File: config.mk
export PLATFORM = sky130hd
export DESIGN_NAME = seq_shift_add_multiplier
export DESIGN_NICKNAME = d
export VERILOG_FILES = /design/src/rtl/seq_mul_pkg.sv /design/src/rtl/seq_mul_pp_row.sv /design/src/rtl/seq_shift_add_multiplier.sv
export SDC_FILE = /design/constraint.sdc
export NUM_CORES = 1
export LEC_CHECK = 0
export ABC_AREA = 1
export CAP_MARGIN = 15
export CORE_UTILIZATION = 54
export DETAILED_ROUTE_END_ITERATION = 10
export PLACE_DENSITY = 0.79
export SETUP_SLACK_MARGIN = 0.2
export SKIP_CTS_REPAIR_TIMING = 1
export SYNTH_ARGS = -nofsm -noshare
export SYNTH_HDL_FRONTEND = slang
export SYNTH_SLANG_ARGS = --single-unit
File: constraint.sdc
create_clock -name clk -period 3.27 [get_ports clk]
set_input_delay 0.327 -clock clk [delete_from_list [all_inputs] [get_ports clk]]
set_output_delay 0.327 -clock clk [all_outputs]
set_load 0.05 [all_outputs]
File: src/rtl/seq_mul_pkg.sv
// seq_mul_pkg: shared types and constants for the sequential shift-add multiplier.
package seq_mul_pkg;

    typedef enum logic [1:0] {
        IDLE = 2'd0,
        BUSY = 2'd1,
        DONE = 2'd2
    } state_t;

    localparam int W_DEFAULT = 4;

    // Ceiling log2, used to size the iteration counter (w >= 2).
    function automatic int clog2_w(input int w);
        int r;
        r = 0;
        for (int i = 0; i < 31; i++) begin
            if ((1 << i) < w) begin
                r = i + 1;
            end
        end
        return r;
    endfunction

endpackage

File: src/rtl/seq_mul_pp_row.sv
// seq_mul_pp_row: one partial-product row, acc + (en ? addend : 0).
// Purely combinational; the multiplier reuses a single instance every cycle.
module seq_mul_pp_row #(
    parameter int PW = 8
) (
    input  logic [PW-1:0] acc,
    input  logic [PW-1:0] addend,
    input  logic          en,
    output logic [PW-1:0] sum
);

    // Conditional add of the current shifted multiplicand.
    assign sum = acc + (en ? addend : '0);

endmodule

File: src/rtl/seq_shift_add_multiplier.sv
// seq_shift_add_multiplier: sequential W x W -> 2W shift-and-add multiplier with
// valid/ready handshakes on both sides. One partial-product row per BUSY cycle,
// plus one final cycle that publishes the product, giving a fixed W+1 latency.
// Build option: define SEQ_MUL_SIGNED_EN to add the in_signed port and
// two's-complement operand support (sign-magnitude internally).
//
//  state | meaning
//  IDLE  | waiting for operands, in_ready=1, out_p holds last product
//  BUSY  | accumulating one partial-product row per cycle, then publishing
//  DONE  | out_valid=1, product held until out_ready
module seq_shift_add_multiplier
    import seq_mul_pkg::*;
#(
    parameter int W = W_DEFAULT
) (
    input  logic           clk,
    input  logic           rst,
    input  logic           in_valid,
    output logic           in_ready,
    input  logic [W-1:0]   in_a,
    input  logic [W-1:0]   in_b,
`ifdef SEQ_MUL_SIGNED_EN
    input  logic           in_signed,
`endif
    output logic           out_valid,
    input  logic           out_ready,
    output logic [2*W-1:0] out_p,
    output logic           busy
);

    localparam int CNT_W = clog2_w(W);
    localparam int PW    = 2 * W;
    localparam logic [CNT_W-1:0] CNT_LAST = CNT_W'(W - 1);

    state_t           state;
    logic [W-1:0]     mcand;
    logic [W-1:0]     mplier;
    logic [PW-1:0]    acc;
    logic [CNT_W-1:0] cnt;
    logic             last;

    logic             accept;
    logic [W-1:0]     a_load;
    logic [W-1:0]     b_load;
    logic [W-1:0]     bit_sel;
    logic             row_en;
    logic [PW-1:0]    addend;
    logic [PW-1:0]    row_sum;
    logic [PW-1:0]    result;

    // DONE with out_ready frees the slot in the same cycle, allowing back-to-back accepts.
    assign in_ready = (state == IDLE) || ((state == DONE) && out_ready);
    assign accept   = in_valid && in_ready;

    // Select multiplier bit cnt and shift the multiplicand into position for this row.
    assign bit_sel = W'(1) << cnt;
    assign row_en  = |(mplier & bit_sel);
    assign addend  = {{W{1'b0}}, mcand} << cnt;

    seq_mul_pp_row #(
        .PW (PW)
    ) u_pp_row (
        .acc    (acc),
        .addend (addend),
        .en     (row_en),
        .sum    (row_sum)
    );

`ifdef SEQ_MUL_SIGNED_EN
    logic a_neg;
    logic b_neg;
    logic neg;

    // Store magnitudes; the most negative value maps onto 2^(W-1), which fits unsigned.
    assign a_neg  = in_signed & in_a[W-1];
    assign b_neg  = in_signed & in_b[W-1];
    assign a_load = a_neg ? -in_a : in_a;
    assign b_load = b_neg ? -in_b : in_b;
    assign result = neg ? -acc : acc;

    // Result sign captured with the operands.
    always_ff @(posedge clk) begin
        if (rst) begin
            neg <= 1'b0;
        end else if (accept) begin
            neg <= a_neg ^ b_neg;
        end
    end
`else
    assign a_load = in_a;
    assign b_load = in_b;
    assign result = acc;
`endif

    // Control FSM, iteration counter, operand/accumulator and output registers.
    always_ff @(posedge clk) begin
        if (rst) begin
            state     <= IDLE;
            mcand     <= '0;
            mplier    <= '0;
            acc       <= '0;
            cnt       <= '0;
            last      <= 1'b0;
            out_p     <= '0;
            out_valid <= 1'b0;
            busy      <= 1'b0;
        end else if (accept) begin
            state     <= BUSY;
            mcand     <= a_load;
            mplier    <= b_load;
            acc       <= '0;
            cnt       <= '0;
            last      <= 1'b0;
            out_valid <= 1'b0;
            busy      <= 1'b1;
        end else begin
            case (state)
                IDLE: begin
                end
                BUSY: begin
                    if (!last) begin
                        acc <= row_sum;
                        if (cnt == CNT_LAST) begin
                            last <= 1'b1;
                        end else begin
                            cnt <= cnt + CNT_W'(1);
                        end
                    end else begin
                        state     <= DONE;
                        out_p     <= result;
                        out_valid <= 1'b1;
                        busy      <= 1'b0;
                    end
                end
                DONE: begin
                    if (out_ready) begin
                        state     <= IDLE;
                        out_valid <= 1'b0;
                    end
                end
                default: begin
                    state <= IDLE;
                end
            endcase
        end
    end

endmodule

# --- After elaboration in Yosys (flattened, before gate mapping) ---
# Cells that the tools add are included.
word_totals:
  register_bits: 31
  elab_cells: 56
classes:
  addsub: 2
  eq_ne: 8
  n_shift: 2
  n_mux: 13
  bitwise_logic: 5
  n_reduce_logical: 16
op_table:
  columns: ["operator", "n"]
  rows:
  - ["$reduce_and 3->1", 5]
  - ["$add 8x8->8", 1]
  - ["$mux 1", 8]
  - ["$mux 8", 1]
  - ["$shl 4x2->8", 1]
  - ["$ne 2x2->1 const B", 3]
  - ["$ne 3x3->1 const B", 2]
  - ["$pmux 2 s3", 1]
  - ["$reduce_bool 2->1", 3]
  - ["$and 4x4->4", 1]
  - ["$eq 2x2->1 const B", 2]
  - ["$mux 2", 2]
  - ["$not 1->1", 4]
  - ["$reduce_and 2->1", 2]
  - ["$reduce_or 4->1", 1]
  - ["$shl 1x2->4 const A", 1]
  - ["$add 2x1->2 const B", 1]
  - ["$eq 2x1->1 const B", 1]
  - ["$logic_and 1x1->1", 2]
  - ["$logic_not 2->1", 1]
  - ["$pmux 1 s2", 1]
  - ["$reduce_or 2->1", 1]
  - ["$logic_or 1x1->1", 1]

# --- Depth between registers and ports, before layout ---
depth:
  depth_word: 6
  mapped_depth: 18

# --- Cells and area by module ---
# Synthesis repeated with hierarchy kept, for this count alone.
hier_totals:
  hier_cells: 280
  area_unflattened_um2: 1880.6
by_module_without_submodules:
  columns: ["mod", "n_inst", "cells_per_inst", "area_per_inst_um2"]
  rows:
  - ["seq_shift_add_multiplier", 1, 202, 1452.6]
  - ["seq_mul_pp_row", 1, 78, 427.9]

# --- Worst setup path after synthesis ---
# OpenSTA, ideal clock, no wires.
synth_path:
  path_kind: "register -> register"
  startpoint: "register cnt[0]"
  endpoint: "register acc[7]"
  setup_time_ns: 0.115
  arrival_ns: 2.201
  required_ns: 3.155
  path_slack_ns: 0.954
  stages_incl_launch_ff: 13
  path_buffers: 1
  path_cell_list: "dfxtp_1 buf_2 inv_1 ha_1 a22o_1 nor2_1 nor2_1 ha_1 or2_2 nand3_1 nand2_1 a21oi_1 nor2_1"
synth_between:
  elab_chain_len: 5
  word_cells_on_any_way: 6
synth_lines:
  columns: ["item", "line_no", "rtl"]
  rows:
  - ["from (decl)", "seq_shift_add_multiplier.sv:39", "logic [CNT_W-1:0] cnt;"]
  - ["from (signal assigned)", "seq_shift_add_multiplier.sv:126", "cnt <= cnt + CNT_W'(1);"]
  - ["$shl 1x2->4", "seq_shift_add_multiplier.sv:56", "assign bit_sel = W'(1) << cnt;"]
  - ["$and 4x4->4", "seq_shift_add_multiplier.sv:57", "assign row_en = |(mplier & bit_sel);"]
  - ["$reduce_or 4->1", "seq_shift_add_multiplier.sv:57", null]
  - ["$mux 8 (*)", "seq_mul_pp_row.sv:13", "assign sum = acc + (en ? addend : '0);"]
  - ["$add 8x8->8 (*)", "seq_mul_pp_row.sv:13", null]
  - ["to (signal assigned)", "seq_shift_add_multiplier.sv:122", "acc <= row_sum;"]
  - ["to (decl)", "seq_shift_add_multiplier.sv:38", "logic [PW-1:0] acc;"]
# Mark *: on every way between the ends. The rest lies on a longest branch, timed or not.
# A chain may end at the register's enable or synchronous reset.

# --- Worst setup path in the final report ---
layout_path:
  startpoint: "register cnt[0]"
  endpoint: "register acc[5]"
# Same word-level chain as after synthesis.

==> metrics.md <==
| Metric | Value |
|---|---|
| Skew final | `0.01295 ns` |
| Crit start category | `register` |
| CP most frequent cell | `nand2_1` |
| R2R cell count | `13` |
| Diode count | `0` |
| Worst path max stage delay | `0.51 ns` |
| Required time of the critical path | `3.51 ns` |
| CTS H-tree lvls | `2` |
| Status | `complete, no violations` |
| Synthesis-to-layout area growth | `15.86%` |
| Clock Tree Root | `clkbuf_4` |
| GRT Util Overall | `22.33%` |
| Core region area | `0.003028 mm2` |
| Via-per-instance ratio | `5.013` |
| Overflow after GRT | `0` |
| Critical Path Slowest Stage Cell | `dfxtp_1` |
| Average size of a mapped cell | `7.071 um2` |
| HPWL after DPL | `2555 um` |
| Final worst path period share | `79.20%` |
| Syn. warnings | `0` |
| Distinct cells, synth | `27` |
| Die area | `0.003384 mm2` |
| Leak | `0.0008550 uW` |
| Mapped Area | `0.001704 mm2` |
| # DRC | `0` |
| Max_cap viols | `0` |
| Unrepaired setup endpoints after global routing | `false` |
| Clock transition at the registers of the reported paths | `0.10 ns` |
| CP Capture Type | `register` |
| Die span in x | `58.18 um` |
| Placed instance area | `0.001921 mm2` |
| Synth Register Bits | `31` |
| Critical path depth | `13` |
| Largest net degree at the start of global routing | `18` |
| CTS tree | `yes` |
| WS Path Type | `register to register` |
| Total Routed Length | `3336 um` |
| DR iter-0 viols | `62` |
| First-pass GRT wire length | `5727 um` |
| Slew @ Worst Pin | `0.5110 ns` |
| CP Cell Sequence | `inv_1 -> ha_1 -> a22o_1 -> nor2_1 -> nor2_1 -> ha_1 -> or2_2 -> nand3_1 -> nand2_1 -> nand2_1 -> nand3_1 -> nand2_1 -> inv_1` |
| Final hold violations | `0` |
| Kind of path behind the tightest hold check | `register to register` |
| WP buf/inv | `2` |
| Number of global-route vias before repair | `1314` |
| Die Span Y | `58.18 um` |
| ANT nets after route | `0` |
| Max-slew violation count | `0` |
| Final net count | `286` |
| Syn nets | `265` |
| Port Buffers | `22` |
| Worst rel slew slack | `65.83%` |
| Rows | `20` |
| Maximum clock rate | `0.3861 GHz` |
| Gpl congestion | `0.8766` |
| Clock sink count | `31` |
| Setup Viol. Count Final | `0` |
| Vias | `1539` |
| WL/cell | `10.87 um` |
| Layout cells sized above 1 | `7.605%` |
| Hold depth | `2` |
| Worst Path Max Fanout | `11` |
| Ports | `23` |
| Fin crit period | `2.590 ns` |
| Bufs on Longest Clock Path | `2` |
| Crit path max-delay family | `simple AND/OR/NAND/NOR gates` |
| PwrDens | `367.3 mW/mm2` |
| Detailed Routing Iterations Pass 1 | `4` |
| Setup TNS | `0 ns` |
| VDD IR max | `0.0002987 V` |
| Design area | `0.001974 mm2` |
| Clock Latency Late Sink | `0.34 ns` |
| Initial Util | `56.28%` |
| Cts bufs inserted | `5` |
| Antenna violations before repair | `0` |
| Mapped Cells | `241` |
| Seq/Total Area, Yosys | `36.42%` |
| CP Data Arrival Time | `2.83 ns` |
## area by class of cell
type	count	area, um2
Timing Repair Buffer	23	227.7
Clock buffer	6	41.29
Sequential cell	31	620.6
Inverter	31	116.4
Fill cell	282	1054
Clock inverter	2	12.51
Tap cell	44	55.05
Multi-Input combinational cell	170	900.9
## cells by family (layout without fill, tap and decap cells)
| family | Yosys count | count (layout) | share of synthesized area (%) |
|---|---|---|---|
| buffers and inverters | 40 | 62 | 10.72 |
| adders and majority gates | 12 | 12 | 9.251 |
| AOI/OAI and AO/OA | 46 | 46 | 14.68 |
| DFF | 31 | 31 | 36.42 |
| and+or+nand+nor | 112 | 112 | 28.93 |
## flip-flops by register name, indices dropped and copies added (netlist names)
signal / flops
state: 2
cnt: 2
acc: 8
mplier: 4
out_valid: 1
busy: 1
out_p: 8
mcand: 4
last: 1
## worst min-delay path, delay by kind of cell, from the launching register on
kind | cells | cell delay, ns
AO/OA/AOI/OAI | 1 | 0.05
AND/OR/NAND/NOR | 1 | 0.06
flip-flops | 1 | 0.32
## Yosys cell counts
cell type  count  area [um2]
dfxtp_1       31       620.6
a21oi_1       33       165.2
nor2_2         1       6.260
nand2_2        3       18.77
nor2_4         1       11.26
buf_2          2       10.01
nand2_1       61       229.0
clkbuf_1       1       3.750
o211ai_1       1       7.510
nand3b_1       1       7.510
nor3_1         1       5.000
inv_2          2       7.510
a21oi_4        1       16.27
nand4_1        1       6.260
inv_1         29       108.9
fa_1           1       20.02
a21o_1         1       7.510
a22o_1         1       8.760
buf_1          1       3.750
o21ai_0        9       45.04
buf_6          3       33.78
ha_1          11       137.6
nor2_1        10       37.54
or2_0          1       6.260
or2_2          4       25.02
nand3_1       28       140.1
buf_4          2       15.01
## report_power, final
part	total [uW]	internal [uW]	leakage [uW]	switching (uW)
clock network	220	82.8	0.0000282	137
registers	402	390	0.000252	11.4
logic	103	41.0	0.000575	62.3
total	725	514	0.000855	211
## layer usage
metal,routed length (um),GRT usage [%]
met1,1543,27.86
met2,1577,36.78
met3,123,4.688
met4,91,10.54
met5,0,0
## through the flow
| stage | setup WS, ns | utilization (%) | std cells | power, uW | hold WS (ns) |
|---|---|---|---|---|---|
| after floorplan | 0.9539 | - | 241 | 484.1 | 0.4403 |
| after CTS | 0.7024 | 65.21 | 307 | 727.5 | 0.4667 |
| after global placement | 0.8095 | 63.43 | 299 | 511.7 | 0.4481 |
| final | 0.6803 | 65.21 | 307 | 725.1 | 0.4641 |
| after detailed placement | 0.7129 | 63.43 | 299 | 513.9 | 0.4508 |
| after global routing | 0.4485 | 65.21 | 307 | 759.6 | 0.4807 |
## final timing paths
| path | start | to | slack (ns) |
|---|---|---|---|
| setup / recovery | cnt[0] | acc[5] | 0.68 |
| hold / removal | out_p[1] | out_p[1] | 0.46 |
| setup reg to reg | cnt[0] | acc[5] | 0.68 |
| hold reg to reg | out_p[1] | out_p[1] | 0.46 |
## cell usage in the layout (no fill, tap or decap)
master            n
clkinv_2          1
dfxtp_1          31
clkbuf_4          5
nand3_1          28
o21ai_0           9
nand4_1           1
nor2_4            1
inv_1            29
nand3b_1          1
clkdlybuf4s50_1  22
clkbuf_1          1
fa_1              1
inv_2             2
o211ai_1          1
ha_1             11
a21oi_4           1
buf_4             1
nor2_2            1
or2_2             4
or2_0             1
a22o_1            1
a21o_1            1
a21oi_1          33
nor2_1           10
nor3_1            1
clkinvlp_4        1
nand2_1          61
nand2_2           3
No activity file was read; power rests on OpenSTA's default activity.
